File: config.mk
export PLATFORM = sky130hd
export DESIGN_NAME = soul_mover
export DESIGN_NICKNAME = d
export VERILOG_FILES = /design/src/rtl/soul_mover.sv
export SDC_FILE = /design/constraint.sdc
export NUM_CORES = 1
export LEC_CHECK = 0
export ABC_CLOCK_PERIOD_IN_PS = 4250
export BUFFER_PORTS_ARGS = -buffer_cell sky130_fd_sc_hd__buf_2
export CAP_MARGIN = 40
export CORE_MARGIN = 2
export CORE_UTILIZATION = 25
export CTS_BUF_LIST = sky130_fd_sc_hd__clkbuf_2 sky130_fd_sc_hd__clkbuf_4 sky130_fd_sc_hd__clkbuf_8
export DETAILED_ROUTE_END_ITERATION = 10
export GPL_TIMING_DRIVEN = 0
export PLACE_DENSITY = 0.42
export SKIP_LAST_GASP = 1
export SLEW_MARGIN = 20
export SYNTH_ARGS = -nofsm -noshare
export SYNTH_HDL_FRONTEND = slang
export SYNTH_SLANG_ARGS = --single-unit
export TNS_END_PERCENT = 5
File: constraint.sdc
create_clock -name Clk -period 4.25 [get_ports Clk]
set_input_delay 0.2125 -clock Clk [delete_from_list [all_inputs] [get_ports Clk]]
set_output_delay 0.2125 -clock Clk [all_outputs]
set_load 0.01 [all_outputs]
File: src/rtl/soul_mover.sv
// Player-soul controller: keyboard-driven movement clamped to the battle box,
// post-hit invincibility with blinking, and sprite hit-test / ROM addressing.
module soul_mover #(
    parameter int X_INIT        = 319,
    parameter int Y_INIT        = 317,
    parameter int X_MIN         = 251,
    parameter int X_MAX         = 390,
    parameter int Y_MIN         = 252,
    parameter int Y_MAX         = 366,
    parameter int STEP          = 1,
    parameter int SPRITE_W      = 16,
    parameter int SPRITE_H      = 16,
    parameter int ACTIVE_STATUS = 5,
    parameter int HIT_FRAMES    = 60,
    parameter int BLINK_BIT     = 2
) (
    input  logic                                  Clk,
    input  logic                                  Reset,
    input  logic                                  frame_clk,
    input  logic [3:0]                            status,
    input  logic [7:0]                            keycode0,
    input  logic [7:0]                            keycode1,
    input  logic                                  hit,
    input  logic [9:0]                            DrawX,
    input  logic [9:0]                            DrawY,
    output logic [9:0]                            PosX,
    output logic [9:0]                            PosY,
    output logic                                  is_sprite,
    output logic [$clog2(SPRITE_W*SPRITE_H)-1:0]  sprite_address,
    output logic                                  invincible
);

    localparam int XW    = $clog2(SPRITE_W);
    localparam int YW    = $clog2(SPRITE_H);
    localparam int CNT_W = ($clog2(HIT_FRAMES + 1) > BLINK_BIT + 1) ?
                           $clog2(HIT_FRAMES + 1) : BLINK_BIT + 1;

    localparam logic signed [10:0] XMIN_S = 11'(X_MIN);
    localparam logic signed [10:0] XMAX_S = 11'(X_MAX);
    localparam logic signed [10:0] YMIN_S = 11'(Y_MIN);
    localparam logic signed [10:0] YMAX_S = 11'(Y_MAX);
    localparam logic signed [10:0] STEP_S = 11'(STEP);
    localparam logic signed [10:0] W_S    = 11'(SPRITE_W);
    localparam logic signed [10:0] H_S    = 11'(SPRITE_H);
    localparam logic signed [10:0] HW_S   = 11'(SPRITE_W / 2);
    localparam logic signed [10:0] HH_S   = 11'(SPRITE_H / 2);

    typedef enum logic [1:0] {IDLE, LIVE, HURT} state_t;

    state_t             state;
    logic [CNT_W-1:0]   cnt;
    logic               f_d;
    logic               tick;

    logic               up, down, left, right;
    logic signed [10:0] pos_x_s, pos_y_s;
    logic signed [10:0] nx_s, ny_s;
    logic signed [10:0] dx, dy;
    logic               in_box;

    function automatic logic [9:0] clamp(input logic signed [10:0] v,
                                         input logic signed [10:0] lo,
                                         input logic signed [10:0] hi);
        logic signed [10:0] r;
        r = v;
        if (v < lo)
            r = lo;
        else if (v > hi)
            r = hi;
        return r[9:0];
    endfunction

    // Direction is the OR of both keycodes; opposing keys cancel per axis.
    always_comb begin
        up    = (keycode0 == 8'd26) || (keycode1 == 8'd26);
        left  = (keycode0 == 8'd4)  || (keycode1 == 8'd4);
        down  = (keycode0 == 8'd22) || (keycode1 == 8'd22);
        right = (keycode0 == 8'd7)  || (keycode1 == 8'd7);

        pos_x_s = signed'({1'b0, PosX});
        pos_y_s = signed'({1'b0, PosY});
        nx_s    = pos_x_s;
        ny_s    = pos_y_s;
        if (right && !left)
            nx_s = pos_x_s + STEP_S;
        else if (left && !right)
            nx_s = pos_x_s - STEP_S;
        if (down && !up)
            ny_s = pos_y_s + STEP_S;
        else if (up && !down)
            ny_s = pos_y_s - STEP_S;
    end

    always_ff @(posedge Clk) begin
        if (Reset) begin
            f_d   <= 1'b0;
            tick  <= 1'b0;
            state <= IDLE;
            cnt   <= '0;
            PosX  <= 10'(X_INIT);
            PosY  <= 10'(Y_INIT);
        end else begin
            f_d  <= frame_clk;
            tick <= frame_clk & ~f_d;
            if (status != 4'(ACTIVE_STATUS)) begin
                state <= IDLE;
                cnt   <= '0;
                PosX  <= 10'(X_INIT);
                PosY  <= 10'(Y_INIT);
            end else begin
                if (state != IDLE && tick) begin
                    PosX <= clamp(nx_s, XMIN_S, XMAX_S);
                    PosY <= clamp(ny_s, YMIN_S, YMAX_S);
                end
                case (state)
                    IDLE: state <= LIVE;
                    LIVE: begin
                        // A hit on a tick cycle loads the full window without decrementing.
                        if (hit) begin
                            state <= HURT;
                            cnt   <= CNT_W'(HIT_FRAMES);
                        end
                    end
                    HURT: begin
                        if (tick) begin
                            cnt <= cnt - 1'b1;
                            if (cnt == CNT_W'(1))
                                state <= LIVE;
                        end
                    end
                    default: state <= IDLE;
                endcase
            end
        end
    end

    // Sprite-local coordinates; negative or oversized values fall outside the box.
    always_comb begin
        dx     = signed'({1'b0, DrawX}) - signed'({1'b0, PosX}) + HW_S;
        dy     = signed'({1'b0, DrawY}) - signed'({1'b0, PosY}) + HH_S;
        in_box = (dx >= 0) && (dx < W_S) && (dy >= 0) && (dy < H_S);
    end

    assign is_sprite      = in_box && (state != IDLE) && !((state == HURT) && cnt[BLINK_BIT]);
    assign sprite_address = in_box ? {dy[YW-1:0], dx[XW-1:0]} : '0;
    assign invincible     = (state == HURT);

endmodule

==> results <==
- Of the synthesized area, sequential elements account for 0.1496.
- The most used flip-flop cell after synthesis is sky130_fd_sc_hd__dfxtp_1.
- The die area is 17090 µm².
- The register bit count reported by yosys is 30.
- Along the worst hold path, the cell count comes to 2.
- The count of endpoints failing hold in the final timing report is 0.
- Buffers inserted to repair hold after CTS numbered 0.
- The clock tree buffer depth is 2.
- The post-place instance area is 4634 µm².
- The final core utilization is 0.3032.
- The slowest library cell on the worst path is sky130_fd_sc_hd__dfxtp_1.
- The startpoint identified for the worst hold timing path is Reset.
- The fraction of power consumed by combinational cells is 0.220.
- Dividing the detail-routed wire length by the instance count gives 16.13 µm.
- Synthesis handed over a netlist of 521 instances.
- For this run the aggregate overflow at the end of global routing stands at 0.
- The first global-routing pass estimated 20.71 mm of wire.
- The synthesis-to-layout area growth is 19.14%.
- The share of total power dissipated in sequential elements is 0.411.
- The area occupied by registers is 608.1 µm².
- The final critical delay including setup and external delays is 4.076 ns.
- STA classifies the critical path endpoint as an output pin.
- The required time reported for the critical path endpoint is 4.04 ns.
- The TritonCTS clock tree is done.
- The transition time at the pin with the least slew margin is 0.6997 ns.
- STA classifies the critical path startpoint as a flop.
- The total of max-cap violations is 0.
- The via count of the first global-routing pass came to 4039.
- The height of the die is 130.7 µm.
- The clock reaches the later pin of the worst-skew pair after 0.29 ns.
- The final route contains 4185 vias.
- The analysis attributes to cell leakage a power of 2.100 nW.
- The net switching power of the design is 0.0002081 W.
- Setup violations remaining at the end of the flow were counted as 0.
- The synthesized netlist contains 89 unique library cells.
- Of all nets on the critical path, the largest fanout is 9.
- The number of nets in the synthesized netlist is 611.
- The number of nets in the layout is 687.
- Dividing the final minimum period by the clock period gives 0.9591.
- The critical path's top delay family is compound AO/OA/AOI/OAI gates.
- The via density per instance is 5.141.
- The H-tree was split into 2 levels.
- The synthesized area is 4014 µm².
- The first detailed-routing pass took 4 iterations.
- The worst hold path terminates at f_d.
- The mean cell area of the mapped netlist is 7.704 µm².
- Among the stages of the critical path, the cell type that occurs most often is sky130_fd_sc_hd__a21oi_2.
- The worst supply voltage drop on vdd is 0.09663 mV.
- The setup TNS after final layout is 0 ns.
- Of the total power, the share spent switching nets is 0.3024.
- The core region is 15770 µm².
- The aggregate routed wire length is 13.13 mm.
- The cell internal power dissipation is 0.0004800 W.
- The number of buffers and inverters on the critical path is 2.
- At the end of routability-driven placement, the weighted congestion stood at 0.8569.
- The clock-pin slew on the worst setup and hold paths is 0.08 ns.
- The number of antenna diodes in the final layout is 0.
- Of the cells placed in the final design, the portion with a size suffix greater than 1 is 0.2107.
- The endpoint of the most critical register-to-register path is PosX[0].
- The count of buffers added on input and output ports is 70.
- The count of final max-slew check failures came to 0.
- Traced cell by cell, the critical path runs through inv_1, ha_1, fa_1, a21o_1, a21oi_2, o21bai_1, a21oi_2, xnor2_1, nor3_2, o2111ai_1, a211o_1, a21o_4, nor3_1, buf_2.
- For this run, the top clock speed supported by timing is 245.3 MHz.
- Counting every sink on the clock net gives 30.
- The type of the worst setup path is flop to output pin.
- The number of antenna violations at the first check in global routing is 0.
- The reg-to-reg setup timing slack is 0.87 ns.
- Counting tap cells, the placed design contains a total of 807 instances.
- The top-level port count is 74.
- The floorplan step set the die width to 130.7 µm.
- Once detail routing completed, the nets flagged for antenna violations numbered 0.
- The origin of the critical flop-to-flop path is PosX[3].
- The power per cell area is 143.9 nW/µm².
- The initial core utilization is 0.2545.
- Across the routed clock network, the largest skew measured is 0.01145 ns.
- The filler cells instantiated in the layout total 1754.
- Summing all non-filler instances in the final layout gives an area of 4782 µm².
- The multi-input combinational cells in the finished layout cover a total of 3178 µm².
- The run finished with clean final reports.
- The worst hold path belongs to the class primary input to flop.
- The number of cells on the worst reg-to-reg path is 11.
- The row count is 46.
- Measured against its own limit, the worst slew margin works out to 0.5286.
- The finished layout holds 814 standard cells, fillers aside.
- The number of buffers inserted during clock tree synthesis is 5.
- The signal arrival time at the worst endpoint is 3.86 ns.
- In this run, the number of DRC markers left after iteration 0 of detailed routing was 294.
- Of all flip-flops after synthesis, the portion carrying an async set or reset was 0.
- After detailed routing, the number of remaining DRC violations is 0.
- The number of enable-type register cells in the synthesized netlist is 0.
- The highest cell delay on the worst timing path is 0.47 ns.
- The master cell of the clock root buffer is sky130_fd_sc_hd__clkbuf_8.
- The number of synthesis warnings is 0.
- The overall fraction of global-route tracks in use is 0.1527.
- Of the total power, the clock network draws 0.370.
- The largest net degree at the start of global routing is 12.
- Once detailed placement completed, the half-perimeter wirelength came to 10.71 mm.
==> kinds of logic (layout without fill, tap and decap cells) <==
logic type	count (synthesis)	count (layout)	share of synthesized area
compound gates	147	147	0.2709
xor+xnor	26	26	0.05673
fa+ha+maj	46	46	0.1471
buf+inv	70	147	0.06889
flops	30	30	0.1496
mux	4	4	0.01091
simple gates	198	198	0.2958
==> synth_stat cells (all sizes together) (9+ instances only) <==
library cell,n,share of area
inv,48,0.045
nor2,30,0.030
nand2,27,0.025
a21o,10,0.019
o21ai,17,0.022
ha,44,0.14
nor3,35,0.048
dfxtp,30,0.15
a21oi,33,0.042
nor2b,10,0.016
xnor2,23,0.050
nand3,17,0.021
o31ai,10,0.020
clkbuf,12,0.011
or3,9,0.015
==> sequential cells by signal, summed over array words and instances (netlist names) <==
register and count:
state 2, tick 1, PosY 10, PosX 10
cnt 6, f_d 1
==> power groups by stage <==
stage,Combinational (W),Clock (W),Sequential [W]
detailed placement,0.000147,0,0.000290
finish,0.000151,0.000254,0.000282
global route,0.000171,0.000274,0.000283
floorplan,0.0000979,0,0.000289
CTS,0.000150,0.000263,0.000283
global placement,0.000144,0,0.000290
==> placed cells by master, fill, tap and decap left out, drive strengths merged, types with 16 or more instances in the layout <==
cell,instances
a21oi,33
buf,79
clkbuf,16
dfxtp,30
ha,44
inv,48
nand2,27
nand3,17
nor2,30
nor3,35
o21ai,17
xnor2,23
==> worst max path at each step <==
stage | startpoint | slack (ns) | endpoint | depth (start not counted)
finish | PosY[2] | 0.17 | sprite_address[3] | 14
global route | PosY[2] | -0.02 | sprite_address[3] | 14
CTS | PosX[1] | -0.005 | sprite_address[3] | 16
detailed placement | PosX[1] | -0.38 | is_sprite | 17
global placement | PosX[1] | -0.34 | is_sprite | 17
floorplan | PosX[1] | 0.51 | is_sprite | 16
==> area by class of cell <==
type,instances,area share
sequential,30,0.1272
multi-input combinational,421,0.6646
clock inverter,2,0.002616
buffer,18,0.01779
clock buffer,6,0.01727
timing repair buffer,71,0.07483
inverter,50,0.03925
tap,216,0.05651
==> layer usage <==
metal	track usage	routed length (µm)
met5	0	0
met4	0.03692	230
met3	0.02117	580
met2	0.2616	6201
met1	0.2032	6119
==> stage by stage <==
step	hold WS, ns	power, W	setup slack [ns]
2_1_floorplan	0.2916	0.0003873	0.5100
3_3_place_gp	0.3724	0.0004338	-0.3359
3_5_place_dp	0.3715	0.0004367	-0.3819
4_1_cts	0.08708	0.0006962	-0.004806
5_1_grt	0.1042	0.0007272	-0.01565
6_report	0.09377	0.0006881	0.1740
==> what timing repair did <==
action                                  4_1_cts  5_1_grt
resized for setup                             7       12
endpoints found under the setup margin        9        9
setup buffers                                 1        0
pin swaps                                     3        2
(Power assumes the default switching activity.)
